[src/rtl/uart_baud_pkg.sv]
// Shared constants, divisor helper and FSM state encoding for the UART baud engine.
package uart_baud_pkg;

  typedef logic [0:0] state_t;
  localparam state_t IDLE = 1'b0;
  localparam state_t RUN  = 1'b1;

  localparam longint unsigned BAUD_RATES [0:7] = '{
    64'd9600, 64'd19200, 64'd38400, 64'd57600,
    64'd115200, 64'd230400, 64'd460800, 64'd921600
  };

  // Oversample divisor minus one; with frac set the result is in 1/16 clock units.
  function automatic longint unsigned baud_div(
    input longint unsigned sys_hz,
    input longint unsigned baud,
    input longint unsigned os,
    input bit              frac
  );
    longint unsigned den;
    longint unsigned q;
    den = baud * os;
    if (frac) begin
      q = (64'd16 * sys_hz + den / 64'd2) / den;
      q = (q < 64'd32) ? 64'd16 : q - 64'd16;
    end else begin
      q = sys_hz / den;
      q = (q < 64'd2) ? 64'd1 : q - 64'd1;
    end
    return q;
  endfunction

endpackage

[src/rtl/uart_os_divider.sv]
// Oversample period counter; o_hit marks the last cycle of each period.
// With UART_BAUD_FRAC_EN the low 4 divisor bits drive a fraction accumulator.
module uart_os_divider #(
  parameter int CNT_W = 16
) (
  input  logic             i_Clk,
  input  logic             i_Rst_n,
  input  logic             i_en,
  input  logic             i_load,
  input  logic [CNT_W-1:0] i_div,
  output logic             o_hit
);

`ifdef UART_BAUD_FRAC_EN
  localparam int INT_W = CNT_W - 4;

  logic [INT_W-1:0] r_cnt;
  logic [3:0]       r_acc;
  logic [4:0]       w_sum;
  logic [INT_W-1:0] w_limit;
  logic             w_hit;

  // The period whose fraction overflows is the one stretched, so any 16 periods
  // add up to exactly 16*(D+1) + fraction cycles.
  assign w_sum   = {1'b0, r_acc} + {1'b0, i_div[3:0]};
  assign w_limit = i_div[CNT_W-1:4] + INT_W'(w_sum[4]);
  assign w_hit   = i_en && (r_cnt == w_limit);

  always_ff @(posedge i_Clk or negedge i_Rst_n) begin
    if (!i_Rst_n) begin
      r_cnt <= '0;
      r_acc <= '0;
    end else if (i_load) begin
      r_cnt <= '0;
      r_acc <= '0;
    end else if (i_en) begin
      if (w_hit) begin
        r_cnt <= '0;
        r_acc <= w_sum[3:0];
      end else begin
        r_cnt <= r_cnt + 1'b1;
      end
    end
  end
`else
  logic [CNT_W-1:0] r_cnt;
  logic             w_hit;

  assign w_hit = i_en && (r_cnt == i_div);

  always_ff @(posedge i_Clk or negedge i_Rst_n) begin
    if (!i_Rst_n) begin
      r_cnt <= '0;
    end else if (i_load) begin
      r_cnt <= '0;
    end else if (i_en) begin
      r_cnt <= w_hit ? '0 : r_cnt + 1'b1;
    end
  end
`endif

  assign o_hit = w_hit;

endmodule

[src/rtl/uart_baud_engine.sv]
// UART baud/tick engine: latches a divisor on Start, then emits oversample, mid-bit and bit
// ticks for one frame before pulsing Done. Define UART_BAUD_FRAC_EN for a fractional divisor.
//
// state | meaning
// IDLE  | waiting for Start; all ticks low
// RUN   | frame in progress; the Done cycle is the last RUN cycle
module uart_baud_engine
  import uart_baud_pkg::*;
#(
  parameter int SYS_CLK_HZ = 50_000_000,
  parameter int OVERSAMPLE = 16,
  parameter int CNT_W      = 16,
  parameter int FRAME_BITS = 10
) (
  input  logic             i_Clk,
  input  logic             i_Rst_n,
  input  logic [2:0]       i_Baud_Set,
  input  logic             i_Div_Load,
  input  logic [CNT_W-1:0] i_Div_Value,
  input  logic             i_Use_Custom,
  input  logic             i_Start,
  input  logic             i_Stop,
  output logic             o_Busy,
  output logic             o_Bit_Tick,
  output logic             o_Mid_Tick,
  output logic             o_Os_Tick,
  output logic             o_Done
);

`ifdef UART_BAUD_FRAC_EN
  localparam bit FRAC = 1'b1;
`else
  localparam bit FRAC = 1'b0;
`endif

  localparam int IDX_W = $clog2(OVERSAMPLE);
  localparam int BIT_W = $clog2(FRAME_BITS + 1);
  localparam logic [IDX_W-1:0] IDX_MID  = IDX_W'(OVERSAMPLE / 2 - 1);
  localparam logic [IDX_W-1:0] IDX_LAST = IDX_W'(OVERSAMPLE - 1);
  localparam logic [BIT_W-1:0] BIT_LAST = BIT_W'(FRAME_BITS - 1);
  localparam longint unsigned SYS_HZ_L = 64'(SYS_CLK_HZ);
  localparam longint unsigned OS_L     = 64'(OVERSAMPLE);

  localparam logic [CNT_W-1:0] DIV_TABLE [0:7] = '{
    CNT_W'(baud_div(SYS_HZ_L, BAUD_RATES[0], OS_L, FRAC)),
    CNT_W'(baud_div(SYS_HZ_L, BAUD_RATES[1], OS_L, FRAC)),
    CNT_W'(baud_div(SYS_HZ_L, BAUD_RATES[2], OS_L, FRAC)),
    CNT_W'(baud_div(SYS_HZ_L, BAUD_RATES[3], OS_L, FRAC)),
    CNT_W'(baud_div(SYS_HZ_L, BAUD_RATES[4], OS_L, FRAC)),
    CNT_W'(baud_div(SYS_HZ_L, BAUD_RATES[5], OS_L, FRAC)),
    CNT_W'(baud_div(SYS_HZ_L, BAUD_RATES[6], OS_L, FRAC)),
    CNT_W'(baud_div(SYS_HZ_L, BAUD_RATES[7], OS_L, FRAC))
  };

  state_t           r_state;
  logic [CNT_W-1:0] r_div;
  logic [CNT_W-1:0] r_custom;
  logic [IDX_W-1:0] r_os_idx;
  logic [BIT_W-1:0] r_bit_cnt;
  logic             r_bit_tick;
  logic             r_mid_tick;
  logic             r_os_tick;
  logic             r_done;

  logic w_hit;
  logic w_start_acc;
  logic w_running;

  assign w_start_acc = (r_state == IDLE) && i_Start && !i_Stop;
  assign w_running   = (r_state == RUN) && !r_done;

  uart_os_divider #(
    .CNT_W (CNT_W)
  ) u_os_divider (
    .i_Clk   (i_Clk),
    .i_Rst_n (i_Rst_n),
    .i_en    (w_running),
    .i_load  (w_start_acc),
    .i_div   (r_div),
    .o_hit   (w_hit)
  );

  // Ticks are registered one cycle after the divider hit, which makes every bit
  // period exactly (D+1)*OVERSAMPLE cycles measured from the start tick.
  always_ff @(posedge i_Clk or negedge i_Rst_n) begin
    if (!i_Rst_n) begin
      r_state    <= IDLE;
      r_div      <= '0;
      r_custom   <= '0;
      r_os_idx   <= '0;
      r_bit_cnt  <= '0;
      r_bit_tick <= 1'b0;
      r_mid_tick <= 1'b0;
      r_os_tick  <= 1'b0;
      r_done     <= 1'b0;
    end else begin
      r_bit_tick <= 1'b0;
      r_mid_tick <= 1'b0;
      r_os_tick  <= 1'b0;
      r_done     <= 1'b0;
      if (i_Div_Load) r_custom <= i_Div_Value;
      case (r_state)
        IDLE: begin
          if (w_start_acc) begin
            r_state    <= RUN;
            r_div      <= i_Use_Custom ? r_custom : DIV_TABLE[i_Baud_Set];
            r_os_idx   <= '0;
            r_bit_cnt  <= '0;
            r_bit_tick <= 1'b1;
          end
        end
        RUN: begin
          if (i_Stop || r_done) begin
            r_state <= IDLE;
          end else if (w_hit) begin
            r_os_tick  <= 1'b1;
            r_mid_tick <= (r_os_idx == IDX_MID);
            if (r_os_idx == IDX_LAST) begin
              r_os_idx <= '0;
              if (r_bit_cnt == BIT_LAST) begin
                r_done <= 1'b1;
              end else begin
                r_bit_cnt  <= r_bit_cnt + 1'b1;
                r_bit_tick <= 1'b1;
              end
            end else begin
              r_os_idx <= r_os_idx + 1'b1;
            end
          end
        end
        default: r_state <= IDLE;
      endcase
    end
  end

  assign o_Busy     = (r_state == RUN);
  assign o_Bit_Tick = r_bit_tick;
  assign o_Mid_Tick = r_mid_tick;
  assign o_Os_Tick  = r_os_tick;
  assign o_Done     = r_done;

endmodule

[config.mk]
export PLATFORM = sky130hd
export DESIGN_NAME = uart_baud_engine
export DESIGN_NICKNAME = d
export VERILOG_FILES = /design/src/rtl/uart_baud_pkg.sv /design/src/rtl/uart_os_divider.sv /design/src/rtl/uart_baud_engine.sv
export SDC_FILE = /design/constraint.sdc
export NUM_CORES = 1
export LEC_CHECK = 0
export ABC_CLOCK_PERIOD_IN_PS = 2000
export CAP_MARGIN = 20
export CORE_ASPECT_RATIO = 0.7
export CORE_MARGIN = 4
export CORE_UTILIZATION = 30
export CTS_BUF_LIST = sky130_fd_sc_hd__clkbuf_8
export DETAILED_ROUTE_END_ITERATION = 12
export HOLD_SLACK_MARGIN = 0.03
export SLEW_MARGIN = 30
export SYNTH_ARGS = -nofsm -noshare
export SYNTH_HDL_FRONTEND = slang
export SYNTH_SLANG_ARGS = --single-unit
[constraint.sdc]
create_clock -name i_Clk -period 2 [get_ports i_Clk]
set_input_delay 0.4 -clock i_Clk [delete_from_list [all_inputs] [get_ports i_Clk]]
set_output_delay 0.4 -clock i_Clk [all_outputs]
set_load 0.05 [all_outputs]
==> run_summary.xml, run 1 <==
<?xml version="1.0" encoding="UTF-8"?>
<metrics>
  <group name="sta">
    <metric name="final.hold.worst_slack" unit="ns">0.505</metric>
    <metric name="finalCriticalPeriod" unit="ns">1.93</metric>
    <metric name="number_of_slew_limit_violations_in_the_final_report" unit="">0</metric>
    <metric name="total_neg_setup_slack" unit="ns">0</metric>
    <metric name="max_slew.worst_pin.slew" unit="ns">0.509</metric>
    <metric name="setup_viol" unit="">0</metric>
    <metric name="max_freq" unit="MHz">519</metric>
    <metric name="slew_limit_headroom" unit="%">66.0</metric>
    <metric name="final_hold_viol_count" unit="">0</metric>
    <metric name="fin_skew" unit="ns">0.00785</metric>
    <metric name="period_share" unit="%">96.3</metric>
  </group>
  <group name="synthesis">
    <metric name="count_of_yosys_warnings_during_synthesis" unit="">0</metric>
    <metric name="post_synth.cell_area_avg" unit="um^2">10.4</metric>
    <metric name="netlist_instances" unit="">296</metric>
    <metric name="synth_edf_count" unit="">0</metric>
    <metric name="syn_nets" unit="">328</metric>
    <metric name="synth-async-reset-ratio" unit="%">100</metric>
    <metric name="postSynthRegisterBits" unit="">61</metric>
    <metric name="synthFlopType" unit="">sky130_fd_sc_hd__dfrtp_1</metric>
    <metric name="synth.distinct_cells" unit="">46</metric>
    <metric name="synth_seq_area_share" unit="%">49.7</metric>
    <metric name="synthesis.area" unit="um^2">3070</metric>
  </group>
  <group name="critical_path">
    <metric name="timing.rr.start" unit="">u_os_divider.r_cnt[4]$_DFFE_PN0P_</metric>
    <metric name="crit_buf_inv" unit="">1</metric>
    <metric name="setup.worst_path.end" unit="">r_os_idx[2]$_DFFE_PN0P_</metric>
    <metric name="arrival_time_of_data_at_the_critical_path_endpoint" unit="ns">2.14</metric>
    <metric name="startpoint" unit="">u_os_divider.r_cnt[4]$_DFFE_PN0P_</metric>
    <metric name="critical_path.startpoint_type" unit="">flip-flop</metric>
    <metric name="reg2reg_to" unit="">r_os_idx[2]$_DFFE_PN0P_</metric>
    <metric name="cp_max_fo" unit="">5</metric>
    <metric name="timing.critical_path.max_delay_family" unit="">simple AND/OR/NAND/NOR gates</metric>
    <metric name="timing.reg2reg.worst_path_depth" unit="">6</metric>
    <metric name="slowest_stage" unit="">sky130_fd_sc_hd__dfrtp_1</metric>
    <metric name="timing.setup.critical_path_class" unit="">reg2reg</metric>
    <metric name="critical_path_depth" unit="">6</metric>
    <metric name="critical_path_required" unit="ns">2.22</metric>
    <metric name="worstSetupEndpointType" unit="">flip-flop</metric>
    <metric name="series_of_cell_instances_along_the_critical_path" unit="">xnor2_2, nand4_1, nor4_4, buf_4, a21oi_4, a221o_1</metric>
    <metric name="ff2ff_setup_slack" unit="ns">0.07</metric>
    <metric name="cpPeakStageDelay" unit="ns">0.46</metric>
  </group>
  <group name="pwr">
    <metric name="netSwitchingFraction" unit="%">27.9</metric>
    <metric name="power-per-cell-area" unit="nW/um^2">844</metric>
    <metric name="p_total" unit="mW">3.25</metric>
    <metric name="static-leakage-power" unit="nW">1.66</metric>
    <metric name="power_switching" unit="uW">907</metric>
    <metric name="clockPowerShare" unit="%">35.5</metric>
    <metric name="largest_voltage_drop_on_the_vdd_net" unit="mV">0.448</metric>
    <metric name="pwr-share-seq" unit="%">46.7</metric>
    <metric name="comb_power_share" unit="%">17.9</metric>
    <metric name="internal-power" unit="mW">2.34</metric>
  </group>
  <group name="routing">
    <metric name="detail_route.iter0.violations" unit="">130</metric>
    <metric name="antenna_left" unit="">0</metric>
    <metric name="firstDrtPassIters" unit="">4</metric>
    <metric name="detail_route.drc_violations" unit="">0</metric>
    <metric name="wire_per_inst" unit="um">13.9</metric>
    <metric name="route.vias.total" unit="">2286</metric>
    <metric name="drt-vias-per-instance" unit="">4.82</metric>
    <metric name="route.final.wire_length" unit="um">6600</metric>
  </group>
  <group name="global_routing">
    <metric name="antenna_found_initial" unit="">0</metric>
    <metric name="first_global_vias" unit="">2301</metric>
    <metric name="grt_max_degree" unit="">45</metric>
    <metric name="groute.usage.overall" unit="%">12.1</metric>
    <metric name="grt_first_pass_wirelength" unit="um">11400</metric>
    <metric name="gr-total-overflow" unit="">0</metric>
  </group>
  <group name="run_status">
    <metric name="status" unit="">completed</metric>
  </group>
  <group name="placed_design">
    <metric name="routability_driven_placement_congestion_ratio" unit="">0.785</metric>
    <metric name="dpl_cell_area" unit="um^2">3580</metric>
    <metric name="numPortBuffers" unit="">29</metric>
    <metric name="dp_hpwl" unit="um">4710</metric>
    <metric name="place.detailed.instances" unit="">454</metric>
  </group>
  <group name="cells_and_area">
    <metric name="flow.area_growth_from_synthesis" unit="%">25.4</metric>
    <metric name="most_used_cells_in_the_layout_excluding_fill_and_tap_cells" unit="">60 x sky130_fd_sc_hd__dfrtp_1, 36 x sky130_fd_sc_hd__nand2_1, 27 x sky130_fd_sc_hd__clkdlybuf4s50_1, 26 x sky130_fd_sc_hd__nor2_1, 18 x sky130_fd_sc_hd__buf_4</metric>
    <metric name="finish.cell_count_without_fillers" unit="">474</metric>
    <metric name="diodes" unit="">0</metric>
    <metric name="post_route_cells_drive_above_1_share" unit="%">19.7</metric>
    <metric name="layout.cells.most_common" unit="">sky130_fd_sc_hd__dfrtp_1</metric>
    <metric name="design_area" unit="um^2">3850</metric>
    <metric name="final_net_count" unit="">373</metric>
  </group>
  <group name="floorplanning">
    <metric name="die-area" unit="um^2">11900</metric>
    <metric name="design.core.area" unit="um^2">9830</metric>
    <metric name="die_width" unit="um">129</metric>
    <metric name="dieHeight" unit="um">92.7</metric>
    <metric name="core.rowCount" unit="">30</metric>
    <metric name="initial_utilization" unit="%">31.2</metric>
    <metric name="design.portCount" unit="">30</metric>
  </group>
  <group name="clock_network">
    <metric name="cts.sink_count" unit="">61</metric>
    <metric name="clk_path_buf_depth" unit="">2</metric>
    <metric name="clock_tree.htree_level_count" unit="">3</metric>
    <metric name="cts_tree" unit="">yes</metric>
    <metric name="cts-buffers-inserted" unit="">9</metric>
    <metric name="clock_tree.root_cell" unit="">sky130_fd_sc_hd__clkbuf_8</metric>
    <metric name="clkLatencyLatePin" unit="ns">0.34</metric>
    <metric name="cts.clk_slew.worst_paths" unit="ns">0.06</metric>
  </group>
  <group name="job">
    <metric name="maxCapViolCount" unit="">0</metric>
  </group>
  <group name="worst_hold_path">
    <metric name="hp-class" unit="">reg2reg</metric>
  </group>
</metrics>
[cell type report]
type / instances / area [um^2]
flip-flops and latches: 61 / 1530
repair buffers: 50 / 465
clock buffers: 12 / 165
fillers: 985 / 5980
clock inverters: 4 / 46.3
multi-input cells: 212 / 1460
well taps: 128 / 160
inverters: 7 / 26.3
[Yosys cell counts, types with 2 or more instances]
cell type / count / area, um^2
sky130_fd_sc_hd__a21oi_1: 11 / 55.1
sky130_fd_sc_hd__a21oi_4: 2 / 32.5
sky130_fd_sc_hd__buf_2: 3 / 15.0
sky130_fd_sc_hd__clkbuf_1: 10 / 37.5
sky130_fd_sc_hd__dfrtp_1: 61 / 1530
sky130_fd_sc_hd__ha_1: 7 / 87.6
sky130_fd_sc_hd__inv_1: 7 / 26.3
sky130_fd_sc_hd__mux2_2: 16 / 180
sky130_fd_sc_hd__mux2i_1: 4 / 40.0
sky130_fd_sc_hd__nand2_1: 36 / 135
sky130_fd_sc_hd__nand2b_1: 2 / 12.5
sky130_fd_sc_hd__nand3_1: 17 / 85.1
sky130_fd_sc_hd__nand3b_1: 2 / 15.0
sky130_fd_sc_hd__nand4_1: 11 / 68.8
sky130_fd_sc_hd__nor2_1: 26 / 97.6
sky130_fd_sc_hd__nor2b_1: 2 / 12.5
sky130_fd_sc_hd__nor3_1: 8 / 40.0
sky130_fd_sc_hd__nor3b_1: 4 / 30.0
sky130_fd_sc_hd__nor4_1: 2 / 12.5
sky130_fd_sc_hd__o21ai_0: 10 / 50.1
sky130_fd_sc_hd__o2bb2ai_1: 2 / 17.5
sky130_fd_sc_hd__o31ai_1: 3 / 22.5
sky130_fd_sc_hd__xnor2_1: 18 / 158
sky130_fd_sc_hd__xnor2_2: 3 / 48.8
sky130_fd_sc_hd__xor2_1: 8 / 70.1
[worst register-to-register path, cell delays in order, from the launching register on]
cell and delay, ns:
sky130_fd_sc_hd__dfrtp_1 0.46, sky130_fd_sc_hd__xnor2_2 0.23, sky130_fd_sc_hd__nand4_1 0.17, sky130_fd_sc_hd__nor4_4 0.31
sky130_fd_sc_hd__buf_4 0.22, sky130_fd_sc_hd__a21oi_4 0.07, sky130_fd_sc_hd__a221o_1 0.34
[worst min path at each step]
stage,from,end,slack [ns],depth (start not counted)
after global placement,i_Rst_n,r_custom[4]$_DFFE_PN0P_,0.38,1
after CTS,r_div[9]$_DFFE_PN0P_,r_div[9]$_DFFE_PN0P_,0.51,2
after floorplan,i_Rst_n,o_Bit_Tick$_DFF_PN0_,0.10,0
after global routing,r_div[7]$_DFFE_PN0P_,r_div[7]$_DFFE_PN0P_,0.53,2
after detailed placement,i_Rst_n,r_custom[4]$_DFFE_PN0P_,0.39,1
final,r_div[8]$_DFFE_PN0P_,r_div[8]$_DFFE_PN0P_,0.50,2
[flip-flops by register name (all words and copies together), names as in the netlist]
name                flops
r_custom               16
o_Mid_Tick              1
r_os_idx                4
o_Bit_Tick              1
o_Done                  1
o_Os_Tick               1
o_Busy                  1
r_bit_cnt               4
u_os_divider.r_cnt     16
r_div                  16
[stage by stage]
step	utilization, %	worst slack, ns
6_report	39.2	0.0739
5_1_grt	39.2	-0.0000200
4_1_cts	38.7	0.0452
3_5_place_dp	36.4	-0.0212
3_3_place_gp	36.4	-0.0127
2_1_floorplan	-	0.115
[layer usage]
layer  share of wire [%]  global-route usage (%)  vias to the layer above  wire length, um
li1                    -                       -                     1111                -
met5                   0                       0                        -                0
met2                  44                    17.4                       45             2920
met3                 4.9                    3.52                        5              324
met1                  50                    17.1                     1125             3280
met4                 1.2                    4.98                        0               77
[logic make-up (layout without fill, tap and decap cells)]
| logic type | count (synthesis) | in the layout | share of synthesized area (%) |
|---|---|---|---|
| adder cells (fa/ha/maj) | 7 | 7 | 2.85 |
| XOR/XNOR | 29 | 29 | 9.00 |
| buffers and inverters | 23 | 73 | 3.63 |
| multiplexers | 20 | 20 | 7.17 |
| AND/OR/NAND/NOR | 119 | 119 | 19.1 |
| AO/OA/AOI/OAI | 37 | 37 | 8.55 |
| flip-flops | 61 | 61 | 49.7 |
[power by group through the flow]
stage	Combinational [mW]	Sequential, mW	Clock (mW)
after CTS	0.566	1.52	1.20
after detailed placement	0.563	1.54	0
final	0.580	1.52	1.15
after floorplan	0.351	1.52	0
after global placement	0.552	1.54	0
after global routing	0.656	1.54	1.25
[what timing repair did]
action,in CTS,in global routing
endpoints found under the setup margin,0,19
endpoints found under the hold margin,17,0
hold buffers,1,0
setup buffers,0,2
resized for setup,0,6
No activity file was read; power rests on OpenSTA's default activity.
==> inputs of run 2 (changes only) <==
--- a/config.mk
+++ b/config.mk
@@ -7,7 +7,6 @@
 export LEC_CHECK = 0
 export ABC_CLOCK_PERIOD_IN_PS = 2000
 export CAP_MARGIN = 20
-export CORE_ASPECT_RATIO = 0.7
 export CORE_MARGIN = 4
 export CORE_UTILIZATION = 30
 export CTS_BUF_LIST = sky130_fd_sc_hd__clkbuf_8
==> run 2 against run 1 <==
Wire length decreased by 5.8%. Critical path depth decreased by 5. Combinational power decreased by 3%. Clock skew rose by 0.00095 ns. Die area down 0.22%.
==> run_summary.xml, run 2 (same netlist as run 1, synthesis figures left out) <==
<?xml version="1.0" encoding="UTF-8"?>
<metrics>
  <group name="run_status">
    <metric name="status" unit="">completed</metric>
  </group>
  <group name="floorplanning">
    <metric name="initial_utilization" unit="%">31.1</metric>
    <metric name="dieHeight" unit="um">109</metric>
    <metric name="core.rowCount" unit="">36</metric>
    <metric name="die-area" unit="um^2">11900</metric>
    <metric name="design.portCount" unit="">30</metric>
    <metric name="die_width" unit="um">109</metric>
    <metric name="design.core.area" unit="um^2">9860</metric>
  </group>
  <group name="clock_network">
    <metric name="post_cts_buffers" unit="">0</metric>
    <metric name="cts_tree" unit="">yes</metric>
    <metric name="clkLatencyLatePin" unit="ns">0.33</metric>
    <metric name="cts_hold_buffers" unit="">0</metric>
    <metric name="clk_path_buf_depth" unit="">2</metric>
    <metric name="cts.sink_count" unit="">61</metric>
    <metric name="postCtsResizedCells" unit="">0</metric>
    <metric name="cts.clk_slew.worst_paths" unit="ns">0.07</metric>
    <metric name="cts-buffers-inserted" unit="">9</metric>
    <metric name="clock_tree.root_cell" unit="">sky130_fd_sc_hd__clkbuf_8</metric>
    <metric name="clock_tree.htree_level_count" unit="">3</metric>
  </group>
  <group name="cells_and_area">
    <metric name="post_route_cells_drive_above_1_share" unit="%">18.1</metric>
    <metric name="multi_input_comb_area" unit="um^2">1430</metric>
    <metric name="layout.cells.most_common" unit="">sky130_fd_sc_hd__dfrtp_1</metric>
    <metric name="area.sequential" unit="um^2">1530</metric>
    <metric name="biggest_regs" unit="">r_custom: 16 flops, r_div: 16 flops, u_os_divider.r_cnt: 16 flops</metric>
    <metric name="final_layout_fill_cell_count" unit="">975</metric>
    <metric name="diodes" unit="">0</metric>
    <metric name="layout.core_utilization" unit="%">38.7</metric>
    <metric name="flow.area_growth_from_synthesis" unit="%">24.2</metric>
    <metric name="final_net_count" unit="">369</metric>
    <metric name="most_used_cells_in_the_layout_excluding_fill_and_tap_cells" unit="">61 x sky130_fd_sc_hd__dfrtp_1, 36 x sky130_fd_sc_hd__nand2_1, 27 x sky130_fd_sc_hd__clkdlybuf4s50_1, 26 x sky130_fd_sc_hd__nor2_1, 18 x sky130_fd_sc_hd__xnor2_1</metric>
  </group>
  <group name="critical_path">
    <metric name="cp_max_fo" unit="">3</metric>
    <metric name="slowest_stage" unit="">sky130_fd_sc_hd__clkdlybuf4s50_1</metric>
    <metric name="worstSetupEndpointType" unit="">primary output</metric>
    <metric name="arrival_time_of_data_at_the_critical_path_endpoint" unit="ns">1.51</metric>
    <metric name="critical_path.startpoint_type" unit="">flip-flop</metric>
    <metric name="series_of_cell_instances_along_the_critical_path" unit="">clkdlybuf4s50_1</metric>
    <metric name="crit_buf_inv" unit="">1</metric>
    <metric name="timing.critical_path.max_delay_family" unit="">buffers and inverters</metric>
    <metric name="cpPeakStageDelay" unit="ns">0.81</metric>
    <metric name="critical_path_required" unit="ns">1.60</metric>
    <metric name="timing.setup.critical_path_class" unit="">reg2out</metric>
  </group>
  <group name="global_routing">
    <metric name="antenna_found_initial" unit="">0</metric>
    <metric name="groute.usage.overall" unit="%">11.6</metric>
    <metric name="grt_max_degree" unit="">62</metric>
    <metric name="first_global_vias" unit="">2216</metric>
    <metric name="grt_first_pass_wirelength" unit="um">10700</metric>
    <metric name="gr-total-overflow" unit="">0</metric>
  </group>
  <group name="routing">
    <metric name="detail_route.iter0.violations" unit="">116</metric>
    <metric name="firstDrtPassIters" unit="">4</metric>
    <metric name="route.final.wire_length" unit="um">6220</metric>
    <metric name="detail_route.drc_violations" unit="">0</metric>
    <metric name="antenna_left" unit="">0</metric>
    <metric name="route.vias.total" unit="">2233</metric>
    <metric name="drt-vias-per-instance" unit="">4.70</metric>
    <metric name="wire_per_inst" unit="um">13.1</metric>
  </group>
  <group name="sta">
    <metric name="final_hold_viol_count" unit="">0</metric>
    <metric name="max_freq" unit="MHz">524</metric>
    <metric name="finalCriticalPeriod" unit="ns">1.91</metric>
    <metric name="period_share" unit="%">95.4</metric>
    <metric name="slew_limit_headroom" unit="%">66.6</metric>
    <metric name="setup_viol" unit="">0</metric>
    <metric name="number_of_slew_limit_violations_in_the_final_report" unit="">0</metric>
    <metric name="total_neg_setup_slack" unit="ns">0</metric>
    <metric name="max_slew.worst_pin.slew" unit="ns">0.500</metric>
    <metric name="rsz0062_at_grt" unit="">no</metric>
    <metric name="fin_skew" unit="ns">0.00881</metric>
  </group>
  <group name="pwr">
    <metric name="static-leakage-power" unit="nW">1.64</metric>
    <metric name="largest_voltage_drop_on_the_vdd_net" unit="mV">0.375</metric>
    <metric name="power-per-cell-area" unit="nW/um^2">870</metric>
  </group>
  <group name="worst_hold_path">
    <metric name="hp-class" unit="">in2async</metric>
  </group>
  <group name="placed_design">
    <metric name="numPortBuffers" unit="">29</metric>
    <metric name="routability_driven_placement_congestion_ratio" unit="">0.816</metric>
    <metric name="dp_hpwl" unit="um">4500</metric>
  </group>
  <group name="job">
    <metric name="maxCapViolCount" unit="">0</metric>
  </group>
</metrics>
[run 2: path summary, 6_finish.rpt]
path	cells past startpoint	endpoint	from	slack [ns]
setup / recovery	1	o_Done	o_Done$_DFF_PN0_	0.09
hold / removal	2	r_custom[1]$_DFFE_PN0P_	i_Rst_n	0.07
setup reg to reg	6	r_bit_cnt[1]$_DFFE_PN0P_	u_os_divider.r_cnt[13]$_DFFE_PN0P_	0.17
hold reg to reg	2	r_div[15]$_DFFE_PN0P_	r_div[15]$_DFFE_PN0P_	0.49
max in group asynchronous	2	r_bit_cnt[1]$_DFFE_PN0P_	i_Rst_n	1.67
min in group i_Clk	2	r_div[15]$_DFFE_PN0P_	r_div[15]$_DFFE_PN0P_	0.49
[run 2: layer usage]
layer	GRT usage (%)	wire length (um)	vias to the layer above	share of wire [%]
li1	-	-	1102	-
met1	15.7	3000	1086	48
met2	17.7	2870	38	46
met3	2.31	233	7	3.7
met4	5.88	112	0	1.8
met5	0	0	-	0
[run 2: area by class of cell]
class	instances	area share, %
multi-input cells	212	37.6
flip-flops and latches	61	40.0
inverters	7	0.689
well taps	133	4.36
clock inverters	5	1.94
clock buffers	11	3.97
repair buffers	46	11.4
[run 2: report_power, final]
part	switching, mW	internal, mW
Combinational	0.273	0.290
Sequential	0.136	1.38
Clock	0.478	0.761
Total	0.888	2.43
[run 2: stage by stage]
stage               cell area [um^2]  hold WS (ns)  cells  total power, mW  worst slack, ns
finish                          3810        0.0673    475             3.32           0.0928
global placement                3590         0.436    459             2.09          -0.0863
global route                    3810        0.0738    475             3.49           0.0145
floorplan                       3070         0.104    296             1.87            0.115
detailed placement              3590         0.436    459             2.11          -0.0955
CTS                             3810        0.0652    475             3.36           0.0673
